**src/rtl/mac_ctrl_pkg.sv**
```systemverilog
// Shared types and default widths for the mac_dot_ctrl dot-product sequencer.
package mac_ctrl_pkg;

    localparam int unsigned LEN_W_DEF = 16;
    localparam int unsigned ACC_W_DEF = 40;
    localparam int unsigned OP_W      = 16;
    localparam int unsigned PROD_W    = 32;

    typedef enum logic [1:0] {
        IDLE  = 2'd0,
        RUN   = 2'd1,
        DRAIN = 2'd2,
        DONE  = 2'd3
    } state_t;

endpackage

```
**src/rtl/mac_dot_acc.sv**
```systemverilog
// Wide product accumulator with 32-bit result shaping.
// MAC_DOT_SAT_EN selects saturating result with overflow flag; otherwise the result wraps.
module mac_dot_acc
    import mac_ctrl_pkg::*;
#(
    parameter int unsigned ACC_W = ACC_W_DEF
) (
    input  logic              clk,
    input  logic              rst,
    input  logic              clr,
    input  logic              en,
    input  logic [PROD_W-1:0] prod,
    output logic [31:0]       res_data,
    output logic              res_ovf
);

    logic [ACC_W-1:0] acc;

    always_ff @(posedge clk) begin
        if (rst || clr) begin
            acc <= '0;
        end else if (en) begin
            acc <= acc + ACC_W'(prod);
        end
    end

`ifdef MAC_DOT_SAT_EN
    always_comb begin
        res_ovf  = |acc[ACC_W-1:32];
        res_data = res_ovf ? '1 : acc[31:0];
    end
`else
    always_comb begin
        res_ovf  = 1'b0;
        res_data = acc[31:0];
    end
`endif

endmodule

```
**src/rtl/mac_dot_ctrl.sv**
```systemverilog
// Streaming dot-product sequencer driving an external 16x16 multiplier.
// Result shaping depends on MAC_DOT_SAT_EN (see mac_dot_acc).
module mac_dot_ctrl
    import mac_ctrl_pkg::*;
#(
    parameter int unsigned LEN_W = LEN_W_DEF,
    parameter int unsigned ACC_W = ACC_W_DEF
) (
    input  logic              clk,
    input  logic              rst,
    input  logic              start,
    input  logic [LEN_W-1:0]  start_len,
    output logic              start_ready,
    input  logic              in_valid,
    input  logic [OP_W-1:0]   in_a,
    input  logic [OP_W-1:0]   in_b,
    output logic              in_ready,
    output logic [OP_W-1:0]   mul_a,
    output logic [OP_W-1:0]   mul_b,
    input  logic [PROD_W-1:0] mul_p,
    output logic              res_valid,
    output logic [31:0]       res_data,
    output logic              res_ovf,
    input  logic              res_ready
);

    state_t           state, state_next;
    logic [LEN_W-1:0] cnt;
    logic             prod_valid;
    logic             job_load;
    logic             accept;

    always_ff @(posedge clk) begin
        if (rst) begin
            state <= IDLE;
        end else begin
            state <= state_next;
        end
    end

    always_comb begin
        state_next  = state;
        start_ready = 1'b0;
        in_ready    = 1'b0;
        res_valid   = 1'b0;
        job_load    = 1'b0;
        accept      = 1'b0;
        case (state)
            IDLE: begin
                start_ready = 1'b1;
                if (start) begin
                    job_load   = 1'b1;
                    state_next = (start_len == '0) ? DONE : RUN;
                end
            end
            RUN: begin
                in_ready = 1'b1;
                if (in_valid) begin
                    accept = 1'b1;
                    if (cnt == LEN_W'(1)) begin
                        state_next = DRAIN;
                    end
                end
            end
            DRAIN: begin
                state_next = DONE;
            end
            DONE: begin
                res_valid = 1'b1;
                if (res_ready) begin
                    state_next = IDLE;
                end
            end
            default: state_next = IDLE;
        endcase
    end

    // Operands are zeroed whenever the next state parks the multiplier (IDLE/DONE).
    always_ff @(posedge clk) begin
        if (rst) begin
            cnt        <= '0;
            mul_a      <= '0;
            mul_b      <= '0;
            prod_valid <= 1'b0;
        end else begin
            prod_valid <= accept;
            if (job_load) begin
                cnt <= start_len;
            end else if (accept) begin
                cnt <= cnt - LEN_W'(1);
            end
            if (accept) begin
                mul_a <= in_a;
                mul_b <= in_b;
            end else if (state_next == IDLE || state_next == DONE) begin
                mul_a <= '0;
                mul_b <= '0;
            end
        end
    end

    mac_dot_acc #(
        .ACC_W (ACC_W)
    ) u_acc (
        .clk      (clk),
        .rst      (rst),
        .clr      (job_load),
        .en       (prod_valid),
        .prod     (mul_p),
        .res_data (res_data),
        .res_ovf  (res_ovf)
    );

endmodule

```
**config.mk**
```make
export PLATFORM = sky130hd
export DESIGN_NAME = mac_dot_ctrl
export DESIGN_NICKNAME = d
export VERILOG_FILES = /design/src/rtl/mac_ctrl_pkg.sv /design/src/rtl/mac_dot_acc.sv /design/src/rtl/mac_dot_ctrl.sv
export SDC_FILE = /design/constraint.sdc
export NUM_CORES = 1
export LEC_CHECK = 0
export ABC_AREA = 1
export BUFFER_PORTS_ARGS = -buffer_cell sky130_fd_sc_hd__buf_2
export CAP_MARGIN = 20
export CORE_ASPECT_RATIO = 1.25
export CORE_MARGIN = 2
export CORE_UTILIZATION = 60
export CTS_BUF_LIST = sky130_fd_sc_hd__clkbuf_2
export DETAILED_ROUTE_END_ITERATION = 10
export PLACE_DENSITY = 0.89
export SLEW_MARGIN = 20
export SYNTH_ARGS = -nofsm -noshare
export SYNTH_HDL_FRONTEND = slang
export SYNTH_SLANG_ARGS = --single-unit
```
**constraint.sdc**
```tcl
create_clock -name clk -period 2.95 [get_ports clk]
set_clock_uncertainty 0.15 [all_clocks]
set_input_delay 0.295 -clock clk [delete_from_list [all_inputs] [get_ports clk]]
set_output_delay 0.295 -clock clk [all_outputs]
set_load 0.1 [all_outputs]
```
==> results of run 1 <==
cells in the mapped netlist (all sizes together), types with 2 or more instances:
cell | number | share of area
a21o | 2 | 0.0026
a21oi | 46 | 0.040
a31oi | 11 | 0.012
and2 | 3 | 0.0032
buf | 17 | 0.021
clkbuf | 10 | 0.0064
dfxtp | 83 | 0.28
ha | 33 | 0.071
inv | 121 | 0.078
nand2 | 316 | 0.21
nand3 | 44 | 0.038
nand3b | 32 | 0.041
nand4 | 11 | 0.014
nor2 | 114 | 0.083
nor3 | 6 | 0.0086
nor4 | 6 | 0.0064
o211ai | 3 | 0.0038
o21ai | 29 | 0.025
o21bai | 7 | 0.0096
o22ai | 2 | 0.0021
xnor2 | 6 | 0.0090
xor2 | 16 | 0.024
state kept, by name, indices dropped and copies added, names as in the netlist:
name,count
prod_valid,1
u_acc.acc,32
state,2
cnt,16
mul_b,16
mul_a,16
cells by family after synthesis:
kind of cell    after synthesis  synth area share
other cells                   1          0.000641
xor+xnor                     22            0.0329
compound gates              103            0.0988
fa+ha+maj                    34            0.0740
simple gates                533             0.404
buf+inv                     148             0.105
flops                        83             0.284
critical path: stages:
cell           delay, ps
dlygate4sd3_1        550
buf_2                130
ha_1                 210
fa_1                 410
nand3_1              110
nand2_2              100
nand2_1               70
nand2_1               80
nand2_1               80
nand2_1               90
xnor2_1              200
nand2_1               80
o211ai_1             110
inv_1                 50
where the power goes:
part           switching (mW)  internal (mW)  leakage (nW)
Clock                   0.452          0.118        0.0626
Combinational           0.610          0.269          3.32
Sequential             0.0498           1.17         0.675
path summary, 6_finish.rpt:
path,startpoint,to,slack [ps],cells after the start
min reg2reg,u_acc.acc[0],u_acc.acc[0],360,2
max reg2reg,cnt[1],state[0],770,8
min,start_len[6],cnt[6],40,5
max,mul_p[0],u_acc.acc[10],730,14
metal layers:
layer	share of wire	vias up
met5	0	-
met4	0.048	0
li1	-	3305
met3	0.087	86
met1	0.37	3091
met2	0.49	405
layout make-up:
cell class / count / area share
Sequential cell: 83 / 0.229
Inverter: 121 / 0.0626
Timing Repair Buffer: 207 / 0.181
Clock inverter: 7 / 0.00724
Multi-Input combinational cell: 693 / 0.492
Clock buffer: 9 / 0.00621
Tap cell: 126 / 0.0217
cells in the final DEF, fill, tap and decap left out, types with 2 or more instances in the layout:
master           n
nand2_1        309
buf_2          151
inv_1          112
nor2_1         102
dfxtp_1         82
dlygate4sd3_1   54
a21oi_1         45
nand3_1         44
ha_1            33
nand3b_1        32
o21ai_0         22
xor2_1          16
a31oi_1         11
inv_2            9
nand4_1          9
clkbuf_2         9
o21ai_1          7
nor2_4           6
o21bai_1         6
nor2_2           6
xnor2_1          6
nor4_1           6
nand2_2          5
nor3_2           4
and2_1           3
o211ai_1         3
nand4_2          2
o22ai_1          2
nor3_1           2
a21o_1           2
clkinv_4         2
inv_6            2
clkinv_2         2
buf_4            2
timing repair:
action / CTS / global route
setup buffers: 0 / 0
hold buffers: 53 / 1
endpoints found under the hold margin: 52 / 1
==> flow_metrics.tcl, run 1 <==
set metrics [dict create \
    ys_types 41 \
    gp_congestion 0.969 \
    htree_levels 3 \
    final-hold-violation-count 0 \
    crit_path_end_kind "register" \
    grt_first_pass_wirelength_um 30200 \
    syn_avg_cell_area_um2 6.33 \
    cp.required_ps 3290 \
    wl_per_cell_um 15.2 \
    crit_path_start_kind "primary input" \
    antenna_left 0 \
    cts_inserted_buffers 9 \
    rsz0062_at_grt "no" \
    dp_hpwl_um 12000 \
    postLayoutSetupSlackWorst_ps 728 \
    area_delta_synth_final_pct 24.0 \
    crit_fanout 5 \
    worstSkewPairLatency_ps 550 \
    finalPower_mw 2.67 \
    cts.path.max_buffers 2 \
    drive_gt1_frac 0.184 \
    cts.sinks 83 \
    grt.overflow.total 0 \
    setup.worst_path.class "primary input to register" \
    core_mm2 0.00956 \
    row_count 40 \
    worstMarginPinSlew_ps 958 \
    design_area_mm2 0.00726 \
    root_buffer "clkbuf_2" \
    die_w_um 92.3 \
    fin_nets 1234 \
    vias_per_cell 5.53 \
    post-place-ws_ps 725 \
    grt_use_met3 0.0764 \
    slew_headroom 0.361 \
    die-area_mm2 0.0106 \
    max_cap_viol_count 0 \
    grt_max_degree 35 \
    finalCriticalPeriod_ps 2220 \
    syn_inst 924 \
    grtUsageTotal 0.357 \
    diodes 0 \
    syn_area_mm2 0.00585 \
    numPortBuffers 151 \
    synth-edff-count 0 \
    drtPass1Iterations 5 \
    fmax_mhz 450 \
    slew_violations 0 \
    critical_path_arrival_ps 2560 \
    io_pins 153 \
    tritoncts "yes" \
    met2_usage 0.637 \
    use_met1 0.398 \
    fill_cells 769 \
    top_usage_layer "met2" \
    first_iter_violations 421 \
    drc 0 \
    ys_warn_count 0 \
    synth_nets 1043 \
    pwr_density_cell_mw_per_mm2 368 \
    async_flop_share 0 \
    total_leakage_power_nw 4.06 \
    dp_cells 1176 \
    antenna_found_initial 0 \
    timing.final.crit_share 0.753 \
    setup_viol 0 \
    ys.flop_type "dfxtp_1" \
    wirelength_um 18900 \
    holdWs_ps 40.1 \
    vdd_drop_max_mv 0.274 \
    path_clk_slew_ps 260 \
    initial_core_util 0.612 \
    hold_path.class "primary input to register" \
    seq_area_frac_synth 0.284 \
    seq_area_mm2 0.00166 \
    dpl_cell_area_mm2 0.00662 \
    setup-tns-final_ps 0 \
    num_vias 6887 \
    instances_no_fill 1246 \
    outcome "completed" \
    die_h_um 114 \
    multi_input_area_mm2 0.00357 \
    ys_seq_elements 83 \
    utilization 0.759 \
    post_cts_resized 0 \
    grt_pass1_vias 6561 \
]
Power figures use the tool's default switching activity.
==> run 2, diff against run 1 <==
--- a/config.mk
+++ b/config.mk
@@ -5,15 +5,15 @@
 export SDC_FILE = /design/constraint.sdc
 export NUM_CORES = 1
 export LEC_CHECK = 0
-export ABC_AREA = 1
+export ABC_AREA = 0
 export BUFFER_PORTS_ARGS = -buffer_cell sky130_fd_sc_hd__buf_2
 export CAP_MARGIN = 20
 export CORE_ASPECT_RATIO = 1.25
 export CORE_MARGIN = 2
-export CORE_UTILIZATION = 60
+export CORE_UTILIZATION = 48
 export CTS_BUF_LIST = sky130_fd_sc_hd__clkbuf_2
 export DETAILED_ROUTE_END_ITERATION = 10
-export PLACE_DENSITY = 0.89
+export PLACE_DENSITY = 0.79
 export SLEW_MARGIN = 20
 export SYNTH_ARGS = -nofsm -noshare
 export SYNTH_HDL_FRONTEND = slang
==> constraint.sdc (replaced) <==
create_clock -name clk -period 2 [get_ports clk]
set_clock_uncertainty 0.15 [all_clocks]
set_input_delay 0.2 -clock clk [delete_from_list [all_inputs] [get_ports clk]]
set_output_delay 0.2 -clock clk [all_outputs]
set_load 0.1 [all_outputs]
==> run 2 against run 1 <==
Compared with the run above:
- the flow now finishes with violations (hold timing, setup timing)
- die area up 4.5%
- design area up 16%
- synthesized area down 16%
- utilization rose by 8.5 points
- routed wire length increased by 15%
- total power increased by 68%
- largest cell class unchanged
==> flow_metrics.tcl, run 2 <==
set metrics [dict create \
    cp_top_family "compound AO/OA/AOI/OAI gates" \
    first_iter_violations 472 \
    whs_path_depth 4 \
    synthTopCellsByCount "83 x dfxtp_1, 62 x nor2_1, 38 x a21oi_1, 36 x nand2_1, 34 x a22o_1" \
    crit_path_start_kind "register" \
    core_mm2 0.0100 \
    slew_headroom 0.582 \
    violations "hold timing, setup timing" \
    ys_types 71 \
    initial_core_util 0.490 \
    cts.path.max_buffers 2 \
    synth.top_cell.area_share 0.339 \
    antenna_left 0 \
    pwr_density_cell_mw_per_mm2 531 \
    num_vias 6499 \
    path_clk_slew_ps 270 \
    die_w_um 94.4 \
    wl_per_cell_um 20.7 \
    antenna_found_initial 0 \
    numPortBuffers 151 \
    row_count 41 \
    gp_congestion 0.883 \
    holdCritStartpoint "mul_p[1]" \
    utilization 0.845 \
    cts_inserted_buffers 9 \
    total_leakage_power_nw 3.87 \
    wirelength_um 21800 \
    cpPeakStageDelay_ps 420 \
    use_met1 0.378 \
    met2_usage 0.654 \
    drive_gt1_frac 0.495 \
    hold_buffers 58 \
    postLayoutSetupSlackWorst_ps -904 \
    path_buf_inv 0 \
    top_usage_layer "met2" \
    area_delta_synth_final_pct 72.5 \
    ff2ff_setup_slack_ps -900 \
    ys_seq_elements 83 \
    largest_reg_flops 32 \
    synth_most_common_cell "dfxtp_1" \
    hold_path.class "primary input to register" \
    vdd_drop_max_mv 0.576 \
    synth_nets 679 \
    htree_levels 3 \
    vias_per_cell 6.15 \
    die_h_um 117 \
    seq_area_frac_synth 0.339 \
    grt_first_pass_wirelength_um 30600 \
    syn_area_mm2 0.00490 \
    ys.flop_type "dfxtp_1" \
    timing.final.crit_share 1.45 \
    min_delay_worst_endpoint "u_acc.acc[1]" \
    drc 0 \
    grtUsageTotal 0.352 \
    crit_slowest_cell "dfxtp_4" \
    ys_warn_count 0 \
    grt_pass1_vias 6452 \
    io_pins 153 \
    syn_avg_cell_area_um2 8.75 \
    fin_nets 1041 \
    slew_violations 0 \
    synth.area.top_cells "dfxtp_1 34%, ha_1 8.4%, a22o_1 6.1%" \
    max_cap_viol_count 0 \
    path_cells "ha_4, fa_2, a21o_1, a221oi_2, a2111o_1, nand4b_1, a31o_2, a41oi_2, mux2_4, a311o_1" \
    grt_use_met3 0.0768 \
    crit_fanout 2 \
    multi_input_area_mm2 0.00357 \
    crit_path_end_kind "register" \
    regMostFlops "u_acc.acc" \
    finalCriticalPeriod_ps 2900 \
    setup_viol 65 \
    fmax_mhz 344 \
    reg2reg_depth 10 \
    root_buffer "clkbuf_2" \
    critical_path_arrival_ps 3270 \
    rsz0062_at_grt "yes" \
    cp.required_ps 2370 \
    rr_endpoint "u_acc.acc[28]" \
    setup-tns-final_ps -25220 \
    tritoncts "yes" \
    synth_top_area_cell "dfxtp_1" \
    grt.overflow.total 0 \
    fill_cells 561 \
    worstMarginPinSlew_ps 621 \
    outcome "complete, but fails checks" \
    final-hold-violation-count 1 \
    worstSkewPairLatency_ps 600 \
    final_cell_mix "149 x buf_4, 148 x buf_2, 57 x nor2_1, 57 x dlygate4sd3_1, 47 x dfxtp_1" \
    die-area_mm2 0.0110 \
    async_flop_share 0 \
    holdWs_ps -55.8 \
    seq_area_mm2 0.00177 \
    setup.worst_path.class "register to register" \
    r2r-start "u_acc.acc[0]" \
    dp_hpwl_um 12100 \
    cts.sinks 83 \
    syn_inst 560 \
    drtPass1Iterations 6 \
    diodes 0 \
    layout_commonest_cell "buf_4" \
    synth-edff-count 0 \
    grt_max_degree 38 \
]
==> run 2: kinds of logic after synthesis <==
logic type | Yosys count | synth area share
adder cells (fa/ha/maj) | 34 | 0.0884
AND/OR/NAND/NOR | 185 | 0.189
flip-flops | 83 | 0.339
multiplexers | 22 | 0.0452
XOR/XNOR | 22 | 0.0393
other | 1 | 0.000766
AO/OA/AOI/OAI | 176 | 0.257
buffers and inverters | 37 | 0.0411
==> run 2: cell type report <==
class                      count  area share
multi-input combinational    440       0.422
timing repair buffer         379       0.328
sequential                    83       0.209
tap                          129      0.0191
clock inverter                 7      0.0123
clock buffer                   9     0.00533
inverter                       9     0.00400
==> run 2: report_power, final <==
part	total [mW]	leakage (nW)	switching (mW)	internal [mW]
Sequential	1.76	0.699	0.0609	1.70
Clock	1.15	0.0898	0.707	0.439
Combinational	1.58	3.08	0.914	0.663
Total	4.49	3.87	1.68	2.80
==> run 2: routing by layer <==
metal	part of all wire	vias to the layer above	wire [µm]
met5	0	-	0
met4	0.054	0	1180
met3	0.080	112	1740
met2	0.51	434	11200
met1	0.35	3108	7700
li1	-	2845	-
==> run 2: stage by stage <==
stage	worst slack, ps	std cells	area (µm²)	total power, mW	hold slack (ps)
final	-904	1056	8450	4.49	-55.8
after CTS	-887	1046	8140	4.22	10.7
after floorplan	-982	560	5210	2.53	121
after global routing	-995	1056	8450	4.61	-52.7
after global placement	-889	962	7090	2.93	265
after detailed placement	-930	962	7090	2.96	274
==> run 2: worst register-to-register path: cells and delay by family (launching register included) <==
kind | cells | cell delay [ps]
compound gates | 6 | 1310
fa+ha+maj | 2 | 500
flops | 1 | 420
mux | 1 | 310
simple gates | 1 | 140
==> run 2: worst max-delay path by stage <==
stage / startpoint / end / slack, ps / cells past startpoint
6_report: u_acc.acc[0] / u_acc.acc[28] / -900 / 10
5_1_grt: u_acc.acc[0] / u_acc.acc[28] / -1000 / 10
4_1_cts: u_acc.acc[0] / u_acc.acc[28] / -890 / 10
3_5_place_dp: u_acc.acc[0] / u_acc.acc[28] / -930 / 10
3_3_place_gp: u_acc.acc[0] / u_acc.acc[28] / -890 / 10
2_1_floorplan: u_acc.acc[0] / u_acc.acc[28] / -980 / 10
==> run 2: what timing repair did <==
action	CTS	global route
cloned	3	0
pin swaps	22	42
buffers inserted	9	16
gates resized for setup	39	59
endpoints found under the setup margin	58	68
hold endpoints to repair	61	1
==> run 3, diff against run 2 <==
--- a/config.mk
+++ b/config.mk
@@ -8,12 +8,11 @@
 export ABC_AREA = 0
 export BUFFER_PORTS_ARGS = -buffer_cell sky130_fd_sc_hd__buf_2
 export CAP_MARGIN = 20
-export CORE_ASPECT_RATIO = 1.25
 export CORE_MARGIN = 2
 export CORE_UTILIZATION = 48
 export CTS_BUF_LIST = sky130_fd_sc_hd__clkbuf_2
 export DETAILED_ROUTE_END_ITERATION = 10
-export PLACE_DENSITY = 0.79
+export PLACE_DENSITY = 0.84
 export SLEW_MARGIN = 20
 export SYNTH_ARGS = -nofsm -noshare
 export SYNTH_HDL_FRONTEND = slang
==> run 3 against run 2 <==
Compared with the run above:
- the flow still finishes with violations (hold timing, setup timing)
- combinational power is 5% higher
- worst hold slack worse by 47 ps
- critical endpoint unchanged
- clock power is 12% lower
==> flow_metrics.tcl, run 3 (synthesis gave the netlist of run 2 again) <==
set metrics [dict create \
    fin_nets 1042 \
    r2r-start "u_acc.acc[7]" \
    die_w_um 105 \
    holdCritStartpoint "mul_p[1]" \
    setup.worst_path.class "register to register" \
    min_delay_worst_endpoint "u_acc.acc[1]" \
    grt_max_degree 34 \
    io_pins 153 \
    critical_path_arrival_ps 3400 \
    die-area_mm2 0.0110 \
    area_delta_synth_final_pct 74.7 \
    crit_path_start_kind "register" \
    drive_gt1_frac 0.509 \
    whs_path_depth 4 \
    worstMarginPinSlew_ps 523 \
    root_buffer "clkbuf_2" \
    grt_first_pass_wirelength_um 32700 \
    dpl_cell_area_mm2 0.00703 \
    reg2reg_depth 9 \
    antenna_found_initial 1 \
    final_cell_mix "148 x buf_2, 147 x buf_4, 57 x dlygate4sd3_1, 55 x nor2_1, 49 x dfxtp_1" \
    num_vias 6844 \
    dp_hpwl_um 12000 \
    final-hold-violation-count 3 \
    row_count 36 \
    wl_per_cell_um 23.0 \
    drtPass1Iterations 6 \
    rr_endpoint "u_acc.acc[28]" \
    worstSkewPairLatency_ps 640 \
    layout_commonest_cell "buf_2" \
    core_mm2 0.00982 \
    path_clk_slew_ps 300 \
    grt_pass1_vias 6659 \
    finalCriticalPeriod_ps 2990 \
    rsz0062_at_grt "yes" \
    holdWs_ps -103 \
    postLayoutSetupSlackWorst_ps -991 \
    slew_violations 0 \
    antenna_left 0 \
    total_leakage_power_nw 3.89 \
    setup-tns-final_ps -34970 \
    grt.overflow.total 0 \
    tritoncts "yes" \
    grtUsageTotal 0.371 \
    first_iter_violations 758 \
    finalPower_mw 4.43 \
    hold_path.class "primary input to register" \
    crit_fanout 2 \
    largest_reg_flops 32 \
    regMostFlops "u_acc.acc" \
    max_cap_viol_count 0 \
    outcome "complete, but fails checks" \
    htree_levels 3 \
    pwr_density_cell_mw_per_mm2 518 \
    utilization 0.872 \
    ff2ff_setup_slack_ps -990 \
    hold_buffers 58 \
    numPortBuffers 151 \
    vias_per_cell 6.45 \
    slew_headroom 0.648 \
    cts_inserted_buffers 9 \
    die_h_um 105 \
    drc 0 \
    fmax_mhz 334 \
    cts.path.max_buffers 2 \
    violations "hold timing, setup timing" \
    vdd_drop_max_mv 0.642 \
    design_area_mm2 0.00856 \
    gp_congestion 0.928 \
    setup_viol 72 \
    diodes 0 \
    wirelength_um 24500 \
    timing.final.crit_share 1.50 \
    cp.required_ps 2410 \
    initial_core_util 0.499 \
    cts.sinks 83 \
    crit_path_end_kind "register" \
]
run 3: changes by cell type in the layout (fill, tap and decap cells not counted), sizes merged:
cell	previous run	this run
clkbuf	12	11
bufinv	2	0
buf	319	321
clkinv	1	3
run 3: routing by layer:
metal  share of wire  global-route usage  up-vias
met1            0.33               0.406     3097
met2            0.47               0.641      646
met3            0.11              0.0905      249
li1                -                   -     2850
met4           0.091               0.236        2
met5         0.00029                   0        -
run 3: power by group:
part / switching, mW / internal (mW)
Combinational: 0.978 / 0.686
Clock: 0.788 / 0.218
Sequential: 0.0610 / 1.70
Total: 1.83 / 2.61
run 3: cell type report:
type                    count  area, µm²
well taps                 133        166
fillers                   455       1260
inverters                   9       33.8
clock inverters             7       76.3
flip-flops and latches     83       1770
repair buffers            380       2790
clock buffers               9       45.0
multi-input cells         440       3680
run 3: how the worst max path moves through the flow:
| stage | slack [ps] | endpoint | from |
|---|---|---|---|
| after detailed placement | -950 | u_acc.acc[28] | u_acc.acc[0] |
| after global routing | -1050 | u_acc.acc[28] | u_acc.acc[0] |
| after global placement | -870 | u_acc.acc[28] | u_acc.acc[0] |
| final | -990 | u_acc.acc[28] | u_acc.acc[7] |
| after floorplan | -980 | u_acc.acc[28] | u_acc.acc[0] |
| after CTS | -910 | u_acc.acc[28] | u_acc.acc[0] |
run 3: stage by stage:
step	cells	worst slack, ps
final	1061	-991
after global routing	1061	-1050
after CTS	1052	-907
after detailed placement	959	-948
after global placement	959	-874
after floorplan	560	-982
run 3: critical path: stages (launching register included):
cell      delay [ps]
dfxtp_4          410
ha_1             310
a211oi_1         340
a221oi_1         180
a211oi_2         320
nand4b_1         180
a31o_2           260
a41oi_2          170
mux2_4           320
a311o_1          270
run 3: timing repair:
action                                 4_1_cts  5_1_grt
setup endpoints to repair                   63       72
resized for setup                           59       66
endpoints found under the hold margin       65        3
cloned                                       2        1
setup buffers                               24       17
pin swaps                                   42       60
